===== src/rtl/calc_key_entry.sv =====
// Keypad sequencer for the 4-digit BCD calculator: builds operands A and B from key strobes,
// latches the operator, captures the ALU result on '=' and selects what the display shows.
module calc_key_entry #(
    parameter int DIGITS = 4
) (
    input  logic                  clk,
    input  logic                  clear,
    input  logic                  key_valid,
    input  logic [3:0]            key_code,
    input  logic [4*DIGITS-1:0]   alu_bcd_out,
    input  logic                  alu_special,
    output logic [4*DIGITS-1:0]   bcd1,
    output logic [4*DIGITS-1:0]   bcd2,
    output logic [1:0]            op_selected,
    output logic [4*DIGITS-1:0]   display_bcd,
    output logic                  display_neg,
    output logic                  result_valid,
    output logic [1:0]            entry_state
);

    localparam int W     = 4 * DIGITS;
    localparam int CNT_W = $clog2(DIGITS + 1);
    localparam logic [CNT_W-1:0] CNT_FULL = CNT_W'(DIGITS);
    localparam logic [CNT_W-1:0] CNT_ZERO = '0;
    localparam logic [CNT_W-1:0] CNT_ONE  = CNT_W'(1);

    localparam logic [3:0] K_ADD = 4'hA;
    localparam logic [3:0] K_SUB = 4'hB;
    localparam logic [3:0] K_EQ  = 4'hC;
    localparam logic [3:0] K_CE  = 4'hD;

    localparam logic [1:0] OP_NONE = 2'b00;
    localparam logic [1:0] OP_ADD  = 2'b01;
    localparam logic [1:0] OP_SUB  = 2'b10;

    typedef enum logic [1:0] {
        ENTER_A     = 2'b00,
        ENTER_B     = 2'b01,
        SHOW_RESULT = 2'b10
    } state_t;

    state_t           state_q, state_n;
    logic [W-1:0]     bcd1_q, bcd1_n;
    logic [W-1:0]     bcd2_q, bcd2_n;
    logic [1:0]       op_q, op_n;
    logic [CNT_W-1:0] cnt_a_q, cnt_a_n;
    logic [CNT_W-1:0] cnt_b_q, cnt_b_n;
    logic [W-1:0]     res_q, res_n;
    logic             res_neg_q, res_neg_n;

    logic       is_digit, is_op, is_eq, is_ce;
    logic [1:0] key_op;

    // A digit is taken unless the operand is full or it would be a leading zero.
    function automatic logic accept_digit(input logic [CNT_W-1:0] cnt, input logic [3:0] d);
        return (cnt != CNT_FULL) && !((cnt == CNT_ZERO) && (d == 4'd0));
    endfunction

    function automatic logic [W-1:0] shift_digit(input logic [W-1:0] operand, input logic [3:0] d);
        return {operand[W-5:0], d};
    endfunction

    always_comb begin
        is_digit = key_valid && (key_code <= 4'd9);
        is_op    = key_valid && ((key_code == K_ADD) || (key_code == K_SUB));
        is_eq    = key_valid && (key_code == K_EQ);
        is_ce    = key_valid && (key_code == K_CE);
        key_op   = (key_code == K_ADD) ? OP_ADD : OP_SUB;
    end

    always_ff @(posedge clk) begin
        if (clear) begin
            state_q   <= ENTER_A;
            bcd1_q    <= '0;
            bcd2_q    <= '0;
            op_q      <= OP_NONE;
            cnt_a_q   <= CNT_ZERO;
            cnt_b_q   <= CNT_ZERO;
            res_q     <= '0;
            res_neg_q <= 1'b0;
        end else begin
            state_q   <= state_n;
            bcd1_q    <= bcd1_n;
            bcd2_q    <= bcd2_n;
            op_q      <= op_n;
            cnt_a_q   <= cnt_a_n;
            cnt_b_q   <= cnt_b_n;
            res_q     <= res_n;
            res_neg_q <= res_neg_n;
        end
    end

    always_comb begin
        state_n   = state_q;
        bcd1_n    = bcd1_q;
        bcd2_n    = bcd2_q;
        op_n      = op_q;
        cnt_a_n   = cnt_a_q;
        cnt_b_n   = cnt_b_q;
        res_n     = res_q;
        res_neg_n = res_neg_q;

        if (is_ce) begin
            state_n   = ENTER_A;
            bcd1_n    = '0;
            bcd2_n    = '0;
            op_n      = OP_NONE;
            cnt_a_n   = CNT_ZERO;
            cnt_b_n   = CNT_ZERO;
            res_n     = '0;
            res_neg_n = 1'b0;
        end else begin
            case (state_q)
                ENTER_A: begin
                    if (is_digit && accept_digit(cnt_a_q, key_code)) begin
                        bcd1_n  = shift_digit(bcd1_q, key_code);
                        cnt_a_n = cnt_a_q + CNT_ONE;
                    end else if (is_op) begin
                        op_n    = key_op;
                        bcd2_n  = '0;
                        cnt_b_n = CNT_ZERO;
                        state_n = ENTER_B;
                    end
                end
                ENTER_B: begin
                    if (is_digit && accept_digit(cnt_b_q, key_code)) begin
                        bcd2_n  = shift_digit(bcd2_q, key_code);
                        cnt_b_n = cnt_b_q + CNT_ONE;
                    end else if (is_op && (cnt_b_q == CNT_ZERO)) begin
                        op_n = key_op;
                    end else if (is_eq) begin
                        res_n     = alu_bcd_out;
                        res_neg_n = alu_special;
                        state_n   = SHOW_RESULT;
                    end
                end
                SHOW_RESULT: begin
                    if (is_digit) begin
                        bcd1_n  = {{(W-4){1'b0}}, key_code};
                        cnt_a_n = (key_code != 4'd0) ? CNT_ONE : CNT_ZERO;
                        bcd2_n  = '0;
                        cnt_b_n = CNT_ZERO;
                        op_n    = OP_NONE;
                        state_n = ENTER_A;
                    end else if (is_op && !res_neg_q) begin
                        // Chaining: the positive result becomes a full operand A.
                        bcd1_n  = res_q;
                        cnt_a_n = CNT_FULL;
                        bcd2_n  = '0;
                        cnt_b_n = CNT_ZERO;
                        op_n    = key_op;
                        state_n = ENTER_B;
                    end
                end
                default: begin
                    state_n = ENTER_A;
                end
            endcase
        end
    end

    always_comb begin
        display_bcd  = bcd1_q;
        display_neg  = 1'b0;
        result_valid = 1'b0;
        case (state_q)
            ENTER_B: begin
                display_bcd = (cnt_b_q != CNT_ZERO) ? bcd2_q : bcd1_q;
            end
            SHOW_RESULT: begin
                display_bcd  = res_q;
                display_neg  = res_neg_q;
                result_valid = 1'b1;
            end
            default: begin
                display_bcd = bcd1_q;
            end
        endcase
    end

    assign bcd1        = bcd1_q;
    assign bcd2        = bcd2_q;
    assign op_selected = op_q;
    assign entry_state = state_q;

endmodule


===== config.mk =====
export PLATFORM = sky130hd
export DESIGN_NAME = calc_key_entry
export DESIGN_NICKNAME = d
export VERILOG_FILES = /design/src/rtl/calc_key_entry.sv
export SDC_FILE = /design/constraint.sdc
export NUM_CORES = 1
export LEC_CHECK = 0
export BUFFER_PORTS_ARGS = -buffer_cell sky130_fd_sc_hd__buf_2
export CORE_MARGIN = 5
export CORE_UTILIZATION = 30
export DETAILED_ROUTE_END_ITERATION = 10
export SETUP_SLACK_MARGIN = 0.4
export SYNTH_ARGS = -nofsm -noshare
export SYNTH_HDL_FRONTEND = slang
export SYNTH_SLANG_ARGS = --single-unit

===== constraint.sdc =====
create_clock -name clk -period 2.2 [get_ports clk]
set_input_delay 0.22 -clock clk [delete_from_list [all_inputs] [get_ports clk]]
set_output_delay 0.22 -clock clk [all_outputs]
set_load 0.05 [all_outputs]

==> Word-level counts from Yosys, hierarchy flattened <==
Index checks and enable logic that the tools add are counted.
{ "classes": {"bitwise_logic": 2, "muxes": 41, "eq_ne": 17, "magnitude_cmp": 1, "reduce_logical": 30, "n_addsub": 2} }
{ "ops": {"columns": ["op", "n"], "rows": [
  ["$mux W16", 9],
  ["$pmux W16 S2", 2],
  ["$pmux W16 S3", 1],
  ["$mux W2", 14],
  ["$mux W3", 8],
  ["$eq A4 B4 Y1 const B", 4],
  ["$ne A2 B2 Y1 const B", 8],
  ["$logic_and A1 B1 Y1", 12],
  ["$pmux W2 S3", 2],
  ["$reduce_and A6 Y1", 2],
  ["$ne A3 B3 Y1 const B", 3],
  ["$pmux W3 S3", 1],
  ["$add A3 B1 Y3 const B", 2],
  ["$logic_not A3 Y1", 2],
  ["$pmux W3 S2", 1],
  ["$reduce_bool A3 Y1", 2],
  ["$reduce_and A5 Y1", 1],
  ["$le A4 B4 Y1 const B", 1],
  ["$logic_not A4 Y1", 1],
  ["$reduce_and A4 Y1", 1],
  ["$reduce_bool A4 Y1", 1],
  ["$logic_not A1 Y1", 3],
  ["$mux W1", 3],
  ["$reduce_and A3 Y1", 1],
  ["7 further kinds", 8]
]} }
{ "word_totals": {"out_inout_bits": 54, "in_bits": 24, "wordCells": 101, "register_bits": 59} }

==> Longest topological paths before layout <==
Gate-level depths: netlist of run 1.
{ "depth": {"ltp_word": 7, "ltp_mapped": 9, "depth_no_buf": 6} }

==> Worst setup path before layout of run 1 <==
Ideal clock, no wire load.
{ "synth_timing": {"path_type": "register -> register", "start": "register state_q[0] (netlist: entry_state[0])", "end": "register bcd2_q[10] (netlist: bcd2[10])", "path_stages_with_launch": 10, "arrival_ns": 2.736, "required_time_ns": 2.128, "setup_ns": 0.072, "setup_slack_ns": -0.608, "synth_period_minus_slack_ns": 2.808, "n_path_buf": 3, "cell_sequence": "dfxtp_1 inv_1 ha_1 buf_2 and2_1 a221o_1 a211oi_2 buf_6 buf_8 mux2i_1"} }
{ "synth_between": {"elab_chain_len": 3, "elab_cells_between_ends": 10, "classes_between": "6 x eq/ne; 1 x mux; 3 x reduce/logical"} }
{ "synth_rtl": {"columns": ["item", "line", "rtl"], "rows": [
  ["from (decl)", "42", "state_t state_q, state_n;"],
  ["from (signal assigned)", "82", "state_q <= state_n;"],
  ["$eq A2 B2 Y1, or another cell as far along", "113", "case (state_q)"],
  ["$ne A3 B3 Y1 (no line), or another cell as far along", null, null],
  ["$reduce_and A5 Y1 (no line)", null, null],
  ["to (signal assigned)", "84", "bcd2_q <= bcd2_n;"],
  ["to (decl)", "44", "logic [W-1:0] bcd2_q, bcd2_n;"]
]} }
Parallel ways exist; a longest one is shown, timed or not.
A chain may end at the register's enable or synchronous reset.

==> Worst setup path after layout of run 1 <==
{ "layout_timing": {"start": "register state_q[0] (netlist: entry_state[0])", "end": "output display_bcd[5]"} }
{ "layout_between": {"elab_chain_len": 2, "elab_cells_between_ends": 3, "classes_between": "2 x eq/ne; 1 x mux"} }
{ "layout_rtl": {"columns": ["item", "line", "rtl"], "rows": [
  ["$eq A2 B2 Y1 or $eq A2 B1 Y1 (tied branches)", "166", "case (state_q)"],
  ["$pmux W16 S2 (*)", "166", null],
  ["to (decl)", "15", "output logic [4*DIGITS-1:0] display_bcd,"]
]} }
Mark *: on every way between the ends. The rest lies on a longest branch, timed or not.

==> summary.md, run 1 <==
| Metric | Value |
|---|---|
| Via density | between 5 and 6 |
| Clock Latency Late Sink | about 340 ps |
| Antenna Cells | 0 |
| Max-slew headroom | 0.721 |
| Footprint of the multi-input gates | 2150 µm² |
| Grt total ovfl | 0 |
| Post-synthesis adder-cell area fraction | 0.0305 |
| CTS Sinks | a little under 60 |
| Mux cell area share after synthesis | 0.0793 |
| H-tree Lvls | 3 |
| IO Pins | 78 |
| Setup Skew | 9.43 ps |
| R2R Path End | bcd2[12]$_SDFFE_PP0P_ |
| First-pass GRT wire length | 18900 µm |
| Synthesized cell area | 3280 µm² |
| Worst-path maximum fanout | 8 |
| Crit-path cells | buf_6 -> ha_4 -> inv_4 -> o21ai_4 -> buf_12 -> buf_16 -> a22o_4 -> buf_8 |
| VDD IR max | 0.000433 V |
| Crit path to | display_bcd[5] |
| Syn_nets | 409 |
| Num CTS Buffers | 9 |
| Worst Setup Start Kind | register |
| Fin Setup TNS | 0 ps |
| Clk Tree Root Cell | clkbuf_8 |
| Slew Limit Fails | 0 |
| CP max stage cell | dfxtp_4 |
| PwrDens | 832 nW/µm² |
| CP arrival | 1850 ps |
| Leak | just over 2 nW |
| Core box area | around 11000 µm² |
| Layout cells sized above 1 | 0.438 |
| RR Startpoint | entry_state[0]$_SDFFE_PP0P_ |
| Post-synthesis simple-gate area fraction | 0.161 |
| Synth cell types | between 40 and 50 |
| Reg2Reg Setup Slack | 150 ps |
| DR vias | 3568 |
| Post-synthesis compound-gate area fraction | 0.294 |
| Seq. cell area | between 1000 and 1500 µm² |
| Worst-Margin Slew | 418 ps |
| Setup crit end kind | output pin |
| Place WS | 188 ps |
| Setup Viol. Count Final | 0 |
| Min-Delay Path Class | input port to register |
| Fin nets | 512 |
| CP Class | register to output pin |
| Chip height | between 100 and 150 µm |
| Status | finished, final reports clean |
| Drt pass-1 iters | 5 |
| CTS tree | yes |
| Area grow syn2layout | 50.8% |
| Sequential fraction of the synthesis area | 0.360 |
| Starting Density | 0.304 |
| Filler Cell Count | ~1000 |
| Largest net degree at the start of global routing | between 50 and 60 |
| Fin crit share | 0.941 |
| CP max stage delay | roughly 360 ps |
| Hold Path Depth | 3 |
| DP Wirelength | approximately 8200 µm |
| Number of global-route vias before repair | approximately 3400 |
| Crit path launch | entry_state[0]$_SDFFE_PP0P_ |
| Fin cells | 624 |
| Xor/xnor share of the synthesized area | 0.00267 |
| PortBufs | 77 |
| Placed insts | 577 |
| Critical Path RT | 1980 ps |
| Largest family of logic cells by synthesized area | compound AO/OA/AOI/OAI gates |
| Seq cells post-synth | 59 |
| Hold Fails Final Rpt | 0 |
| Avg Inst Size Synth | 8.70 µm² |
| Min Clock Period, post-route | 2070 ps |
| Clock Tree Buf Depth | 2 |
| Most frequent cells in the layout | 62 x nand2_1, 61 x buf_2, 55 x dfxtp_1 |
| Fmax | 483 MHz |
| Post-route ant nets | 0 |
| Max-cap violations | 0 |
| Drt total wl | 12600 µm |
| GRT Util Overall | 0.185 |
| Synth warnings | 0 |
| Final setup margin | 130 ps |
| Clock slew at reported path FFs | roughly 70 ps |
| Initial antenna violation count | 0 |
| Leading cell type in the layout, fill and taps excluded | nand2_1 |
| Die width | roughly 110 µm |
| Cell count of the worst reg-to-reg path | 9 |
| Initial DRC count | 272 |
| Gate Count Post-Synth | around 380 |
| Routed len/inst | between 20 and 25 µm |
| RSZ-0062 raised after global routing | true |
| DR DRC count | 0 |
| Final weighted congestion in routability-driven placement | 0.819 |
| Die area | between 10000 and 15000 µm² |
| Num rows | 38 |
-- layout make-up --
type,count,share of cell area
multi-input combinational,270,0.435
clock inverter,4,0.00987
tap,140,0.0354
timing repair buffer,128,0.238
sequential,59,0.241
clock buffer,11,0.0306
inverter,12,0.0106
-- worst min-delay path by stage --
| stage | slack (ps) | end | start |
|---|---|---|---|
| 2_1_floorplan | 360 | res_neg_q$_SDFFE_PP0P_ | alu_special |
| 5_1_grt | 100 | res_neg_q$_SDFFE_PP0P_ | alu_special |
| 6_report | 100 | res_neg_q$_SDFFE_PP0P_ | alu_special |
| 3_5_place_dp | 460 | op_selected[1]$_SDFFE_PP0P_ | op_selected[1]$_SDFFE_PP0P_ |
| 3_3_place_gp | 460 | op_selected[1]$_SDFFE_PP0P_ | op_selected[1]$_SDFFE_PP0P_ |
| 4_1_cts | 100 | res_neg_q$_SDFFE_PP0P_ | alu_special |
-- cell families (layout without fill, tap and decap cells) --
kind of cell / Yosys count / in the layout
muxes: 26 / 26
xor gates and xnor gates: 1 / 1
buffers and inverters: 49 / 155
and+or+nand+nor: 110 / 111
DFF: 59 / 59
adders and majority gates: 8 / 8
AOI/OAI and AO/OA: 124 / 124
-- per-layer routing --
metal	routed length, µm	share of wire	track usage
met1	5430	0.43	0.250
met5	0	0	0
met2	5900	0.47	0.288
met3	949	0.075	0.0402
met4	342	0.027	0.0721
-- power breakdown --
| group | internal, mW | switching, mW |
|---|---|---|
| registers | 1.14 | 0.106 |
| clock network | 0.577 | 0.458 |
| logic | 0.802 | 1.03 |
-- critical path: cells and delay by family (launching register included) --
family	cells	cell delay (ps)
flops	1	360
compound gates	2	320
buf+inv	5	620
fa+ha+maj	1	200
-- cell usage after synthesis (all sizes together) --
cell type	count	area [µm²]
and4b	1	10.0
and2	2	12.5
a21boi	1	7.51
o211a	1	10.0
and3	2	17.5
o21ai	11	58.8
a221oi	2	17.5
nor3	3	15.0
nor3b	2	15.0
dfxtp	59	1180
buf	12	101
o2111ai	1	8.76
nor4bb	1	10.0
nand4	4	25.0
clkbuf	25	93.8
xnor2	1	8.76
a211oi	13	153
o21a	6	45.0
nand2b	2	12.5
a221o	1	10.0
a31oi	14	87.6
nand2	62	233
ha	8	100
a22o	16	140
mux2i	26	260
nor2b	3	18.8
a21bo	1	10.0
nor2	2	7.51
or4	3	26.3
a21oi	24	120
inv	12	45.0
a22oi	9	67.6
o31ai	2	15.0
o211ai	1	12.5
a21o	4	30.0
nand3	22	115
a32o	17	170
nand4b	1	8.76
-- flip-flops by register name (all words and copies together) (netlist names) --
register	flops
bcd1	16
cnt_b_q	3
cnt_a_q	3
res_q	16
bcd2	16
res_neg_q	1
op_selected	2
entry_state	2
-- metrics by stage --
stage | instance area, µm² | hold slack (ps) | power, mW | utilization
finish | 4950 | 105 | 4.12 | 0.458
global route | 4950 | 97.9 | 4.26 | 0.458
CTS | 4770 | 98.0 | 3.99 | 0.442
detailed placement | 3990 | 462 | 2.58 | 0.369
global placement | 3990 | 457 | 2.57 | 0.369
floorplan | 3440 | 356 | 2.29 | -
-- repair_timing --
action                                  4_1_cts  5_1_grt
cloned                                        7        3
buffers inserted                             16        6
endpoints found under the setup margin       57       52
gates resized for setup                      86       18
hold buffers                                  0        0
pin swaps                                    22       29
(Power assumes the default switching activity.)
==> inputs of run 2 (changes only) <==
--- a/config.mk
+++ b/config.mk
@@ -6,10 +6,11 @@
 export NUM_CORES = 1
 export LEC_CHECK = 0
 export BUFFER_PORTS_ARGS = -buffer_cell sky130_fd_sc_hd__buf_2
-export CORE_MARGIN = 5
+export CORE_MARGIN = 2
 export CORE_UTILIZATION = 30
 export DETAILED_ROUTE_END_ITERATION = 10
 export SETUP_SLACK_MARGIN = 0.4
+export SKIP_LAST_GASP = 1
 export SYNTH_ARGS = -nofsm -noshare
 export SYNTH_HDL_FRONTEND = slang
 export SYNTH_SLANG_ARGS = --single-unit
==> run 2 against run 1 <==
Power decreased by 3.9%. Flip-flop and latch count unchanged. Global-route usage increased by 2.0 points. Critical path type is now register to register. First-iteration DRC count increased by 9.6%. Largest power group unchanged. Register-to-register slack about the same. Non-clock buffer count increased by 1.
==> summary.md, run 2 (synthesis gave the netlist of run 1 again) <==
| Metric | Value |
|---|---|
| Hold path startpoint | alu_bcd_out[9] |
| Cell count of the worst reg-to-reg path | 9 (unchanged) |
| GRT Util Overall | 0.205 (+0.0200) |
| CP Class | register to register |
| Grt total ovfl | 0 (unchanged) |
| Starting Density | 0.305 (+0.00134) |
| CTS Sinks | 59 (unchanged) |
| Final weighted congestion in routability-driven placement | 0.815 (-0.40%) |
| Clock Tree Buf Depth | 2 (unchanged) |
| RSZ-0062 raised after global routing | true |
| PwrDens | 804 nW/µm² (-3.4%) |
| Clk Tree Root Cell | clkbuf_8 |
| CP arrival | 2310 ps (+460 ps) |
| Hold Path Depth | 3 (unchanged) |
| Worst-path maximum fanout | 5 (-3) |
| Number of global-route vias before repair | 3323 (-2.3%) |
| Fin cells | 625 (+0.16%) |
| RR Startpoint | entry_state[0]$_SDFFE_PP0P_ |
| Min-Delay Path Class | input port to register |
| Drt pass-1 iters | 5 (unchanged) |
| Int Pwr | 2.35 mW (-6.8%) |
| Setup Skew | 10.8 ps (+1.40 ps) |
| Hold worst-path end | res_q[9]$_SDFFE_PP0P_ |
| Critical Path RT | 2470 ps (+490 ps) |
| CTS tree | yes |
| Layout cells sized above 1 | 0.435 (-0.00296) |
| Fmax | 491 MHz (+1.5%) |
| Leak | 2.02 nW (+0.23%) |
| Chip height | 109 µm (-5.2%) |
| Worst-Margin Slew | 431 ps (+12.6 ps) |
| Slew Limit Fails | 0 (unchanged) |
| Hold_buf cts | 0 (unchanged) |
| Routed len/inst | 19.5 µm (-3.4%) |
| Post-route ant nets | 0 (unchanged) |
| Comb pwr share | 0.463 (+0.018) |
| DP Wirelength | 7860 µm (-3.7%) |
| DR vias | 3557 (-0.31%) |
| Max-cap violations | 0 (unchanged) |
| Net Sw Power | 1.60 mW (+0.67%) |
| DR DRC count | 0 (unchanged) |
| Initial antenna violation count | 0 (unchanged) |
| IO Pins | 78 (unchanged) |
| Num CTS Buffers | 9 (unchanged) |
| Largest net degree at the start of global routing | 51 (unchanged) |
| Most frequent cells in the layout | 62 x nand2_1, 61 x buf_2, 55 x dfxtp_1 |
| Core box area | 10700 µm² (-0.44%) |
| Die width | 109 µm (-5.2%) |
| First-pass GRT wire length | 18400 µm (-2.5%) |
| Fin crit share | 0.927 (-0.0142) |
| Via density | 5.69 (-0.47%) |
| Max-slew headroom | 0.709 (-0.0123) |
| Hold Fails Final Rpt | 0 (unchanged) |
| Antenna Cells | 0 (unchanged) |
| Drt total wl | 12200 µm (-3.3%) |
| Switching Share | 0.406 (+0.0185) |
| Fin Setup TNS | 0 ps (unchanged) |
| Worst Setup Start Kind | register |
| Register share of total power | 0.315 (+0.011) |
| R2R Path End | bcd2[2]$_SDFFE_PP0P_ |
| Setup crit end kind | register |
| Setup Viol. Count Final | 0 (unchanged) |
| Num rows | 38 (unchanged) |
| Die area | 11800 µm² (-10%) |
| Placed insts | 577 (unchanged) |
| Leading cell type in the layout, fill and taps excluded | nand2_1 |
| VDD IR max | 0.000422 V (-2.6%) |
| PortBufs | 77 (unchanged) |
| Initial DRC count | 298 (+9.6%) |
| Area grow syn2layout | 50.0% |
| Fin nets | 512 (unchanged) |
| Reg2Reg Setup Slack | 160 ps (about the same) |
| Clock Latency Late Sink | 350 ps (about the same) |
| Status | finished, final reports clean |
| Clock share of power | 0.222 (-0.030) |
| H-tree Lvls | 3 (unchanged) |
| Min Clock Period, post-route | 2040 ps (-31.3 ps) |
| Clock slew at reported path FFs | 80 ps (about the same) |
==> run 2: cell count changes in the layout (fill, tap and decap cells not counted), sizes merged <==
cell / change
clkbuf: -3
clkinvlp: -1
bufinv: -1
and3: -1
clkinv: +5
buf: +1
bufbuf: +1
==> run 2: power groups by stage <==
stage	clock (mW)	combinational, mW	sequential, mW
after CTS	0.900	1.72	1.25
after global placement	0	1.30	1.27
after detailed placement	0	1.32	1.27
after floorplan	0	0.845	1.45
final	0.880	1.83	1.25
after global routing	0.941	1.91	1.25
==> run 2: routing by layer <==
metal | track usage | wire length (µm)
met1 | 0.269 | 5020
met2 | 0.340 | 5960
met3 | 0.0446 | 950
met4 | 0.0559 | 278
met5 | 0 | 0
==> run 2: layout make-up <==
| class | count | area, µm² |
|---|---|---|
| multi-input combinational | 269 | 2170 |
| timing repair buffer | 129 | 1160 |
| clock inverter | 7 | 43.8 |
| tap | 140 | 175 |
| fill | 1044 | 5820 |
| inverter | 12 | 50.0 |
| sequential | 59 | 1190 |
| clock buffer | 9 | 124 |
==> run 2: worst max path at each step <==
stage                           startpoint                      end  cells after the start
3_5_place_dp   entry_state[0]$_SDFFE_PP0P_  cnt_a_q[2]$_SDFFE_PP0P_                      7
6_report       entry_state[0]$_SDFFE_PP0P_     bcd2[2]$_SDFFE_PP0P_                      9
5_1_grt        entry_state[0]$_SDFFE_PP0P_     bcd2[6]$_SDFFE_PP0P_                      9
3_3_place_gp   entry_state[1]$_SDFFE_PP0P_           display_bcd[3]                      7
4_1_cts            cnt_b_q[1]$_SDFFE_PP0P_          display_bcd[12]                      7
2_1_floorplan  entry_state[0]$_SDFFE_PP0P_    bcd2[10]$_SDFFE_PP0P_                      9
==> run 2: per-stage QoR <==
step	hold slack, ps	power, mW	util	cell area [µm²]	setup slack [ps]
detailed placement	463	2.59	0.371	3990	177
global route	117	4.11	0.458	4920	115
CTS	95.4	3.87	0.444	4770	193
global placement	461	2.57	0.371	3990	289
floorplan	356	2.29	-	3440	55.2
finish	107	3.96	0.458	4920	161
==> run 2: timing repair <==
item	in CTS	in global routing
buffers inserted	16	9
pin swaps	25	11
endpoints found under the setup margin	56	52
gates cloned	6	1
gates resized for setup	93	10
==> run 2: critical path, cell delays in order (launching register included) <==
cell	delay, ps
dfxtp_4	380
inv_4	50
ha_4	180
and2_4	150
a221o_1	380
a211oi_4	290
buf_6	170
buf_12	100
buf_16	110
mux2i_1	170
==> inputs of run 3 (changes only) <==
--- a/config.mk
+++ b/config.mk
@@ -9,6 +9,7 @@
 export CORE_MARGIN = 2
 export CORE_UTILIZATION = 30
 export DETAILED_ROUTE_END_ITERATION = 10
+export GPL_TIMING_DRIVEN = 0
 export SETUP_SLACK_MARGIN = 0.4
 export SKIP_LAST_GASP = 1
 export SYNTH_ARGS = -nofsm -noshare
==> run 3 against run 2 <==
First-iteration DRC count rose by 3.0%. Setup slack lost 78 ps. Cell area up 3.6%. Maximum frequency fell by 3.7%. Highest routed layer unchanged.
==> summary.md, run 3 (synthesis gave the netlist of run 1 again) <==
| Metric | Value |
|---|---|
| Status | finished, final reports clean |
| Crit path launch | cnt_b_q[0]$_SDFFE_PP0P_ |
| Drt total wl | 13100 µm (+7.4%) |
| DR DRC count | 0 (unchanged) |
| PwrDens | 844 nW/µm² (+5.1%) |
| Grt total ovfl | 0 (unchanged) |
| H-tree Lvls | 3 (unchanged) |
| CP arrival | 1900 ps (-410 ps) |
| Comb pwr share | 0.414 (-0.049) |
| Critical Path RT | 1980 ps (-490 ps) |
| Setup crit end kind | output pin |
| Number of global-route vias before repair | 3547 (+6.7%) |
| Finished Cell Area | 5100 µm² (+3.6%) |
| Clock slew at reported path FFs | 80 ps (about the same) |
| CP Class | register to output pin |
| Initial antenna violation count | 0 (unchanged) |
| DR vias | 3684 (+3.6%) |
| Max-cap violations | 0 (unchanged) |
| Slew Limit Fails | 0 (unchanged) |
| Layout cells sized above 1 | 0.436 (+0.000948) |
| Clk Tree Root Cell | clkbuf_8 |
| Area after DPL | 3980 µm² (-0.19%) |
| Num rows | 38 (unchanged) |
| Initial DRC count | 307 (+3.0%) |
| CTS Sinks | 59 (unchanged) |
| RR Startpoint | entry_state[0]$_SDFFE_PP0P_ |
| Leading cell type in the layout, fill and taps excluded | buf_2 |
| Clock Latency Late Sink | 360 ps (about the same) |
| Area grow syn2layout | 55.5% |
| Starting Density | 0.305 (unchanged) |
| Largest net degree at the start of global routing | 11 (-78%) |
| Core box area | 10700 µm² (unchanged) |
| Switching Share | 0.375 (-0.0302) |
| Antenna Cells | 0 (unchanged) |
| RSZ-0062 raised after global routing | true |
| Fmax | 472 MHz (-3.7%) |
| Total power | 4.31 mW (+8.9%) |
| IO Pins | 78 (unchanged) |
| Routed len/inst | 20.5 µm (+4.9%) |
| Worst-Margin Slew | 533 ps (+102 ps) |
| Clock share of power | 0.295 (+0.073) |
| Int Pwr | 2.69 mW (+14%) |
| GRT Util Overall | 0.224 (+0.0188) |
| Worst Setup Start Kind | register |
| Setup Viol. Count Final | 0 (unchanged) |
| Chip height | 109 µm (unchanged) |
| Clock Tree Buf Depth | 2 (unchanged) |
| Die width | 109 µm (unchanged) |
| Register share of total power | 0.290 (-0.025) |
| Drt pass-1 iters | 4 (-1) |
| Final weighted congestion in routability-driven placement | 0.876 (+7.4%) |
| Leak | 2.10 nW (+3.8%) |
| Hold_buf cts | 0 (unchanged) |
| Hold Fails Final Rpt | 0 (unchanged) |
| Hold path startpoint | alu_bcd_out[1] |
| VDD IR max | 0.000574 V (+36%) |
| Fin nets | 527 (+2.9%) |
| Post-route ant nets | 0 (unchanged) |
| DP Wirelength | 8500 µm (+8.2%) |
| PortBufs | 73 (-5.2%) |
| Min Clock Period, post-route | 2120 ps (+77.8 ps) |
| Worst-path maximum fanout | 6 (+1) |
| Via density | 5.76 (+1.1%) |
| Num CTS Buffers | 9 (unchanged) |
| Fin cells | 640 (+2.4%) |
| Setup Skew | 11.7 ps (+0.851 ps) |
| Max-slew headroom | 0.645 (-0.0641) |
| Placed insts | 590 (+2.3%) |
| First-pass GRT wire length | 20000 µm (+8.7%) |
| Fin crit share | 0.962 (+0.0354) |
| Min-Delay Path Class | input port to register |
| Reg2Reg Setup Slack | 140 ps (-20 ps) |
| Final core occ | 0.475 (+0.0165) |
| Most frequent cells in the layout | 63 x buf_2, 62 x nand2_1, 55 x dfxtp_1 |
| Net Sw Power | 1.62 mW (+0.76%) |
| CTS tree | yes |
| Die area | 11800 µm² (unchanged) |
==> run 3: cell types whose count changed in the layout (fill, tap and decap cells not counted), sizes merged <==
cell    change
buf         -5
bufbuf      -1
bufinv      +3
clkbuf     +24
clkinv      -6
==> run 3: final timing paths <==
check                           endpoint  cells past startpoint
max reg2reg      cnt_b_q[2]$_SDFFE_PP0P_                      8
max                       display_bcd[4]                      8
min reg2reg  op_selected[0]$_SDFFE_PP0P_                      2
min                res_q[1]$_SDFFE_PP0P_                      3
==> run 3: per-layer routing <==
layer | global-route usage | share of wire | wire (µm) | up-vias
met5 | 0 | 0 | 0 | -
met3 | 0.0446 | 0.080 | 1050 | 34
met2 | 0.363 | 0.47 | 6130 | 194
li1 | - | - | - | 1650
met4 | 0.0614 | 0.027 | 349 | 0
met1 | 0.303 | 0.43 | 5590 | 1806
==> run 3: repair_timing <==
item | in CTS | in global routing
endpoints found under the setup margin | 76 | 74
gates resized for setup | 119 | 35
buffers inserted | 18 | 10
pin swaps | 24 | 24
cloned | 3 | 3
==> run 3: power groups by stage <==
stage | combinational (mW) | clock (mW) | sequential, mW
floorplan | 0.845 | 0 | 1.45
global placement | 1.31 | 0 | 1.27
detailed placement | 1.32 | 0 | 1.27
CTS | 1.67 | 1.27 | 1.25
global route | 1.87 | 1.31 | 1.26
finish | 1.78 | 1.27 | 1.25
==> run 3: per-stage QoR <==
step                setup WS, ps  setup TNS [ps]  hold WS, ps
floorplan                   55.2               0          356
finish                      83.6               0         89.2
detailed placement          -115            -933          459
global route                37.2               0          102
CTS                         71.4               0         89.5
global placement           -24.1            -131          456
==> run 3: critical path, stage by stage, from the launching register on <==
cell and delay (ps):
dfxtp_2 320, inv_2 70, ha_4 160, nand2b_4 60, buf_8 140, o21ai_4 270
clkbuf_16 220, a22o_4 150, buf_8 140
==> run 3: cell type report <==
cell class                      instances  area [µm²]
Multi-Input combinational cell        269        2190
Clock buffer                           12         145
Inverter                               12        50.0
Timing Repair Buffer                  107         910
Sequential cell                        59        1190
Fill cell                            1047        5650
Clock inverter                          4        96.3
Tap cell                              140         175
Buffer                                 37         344
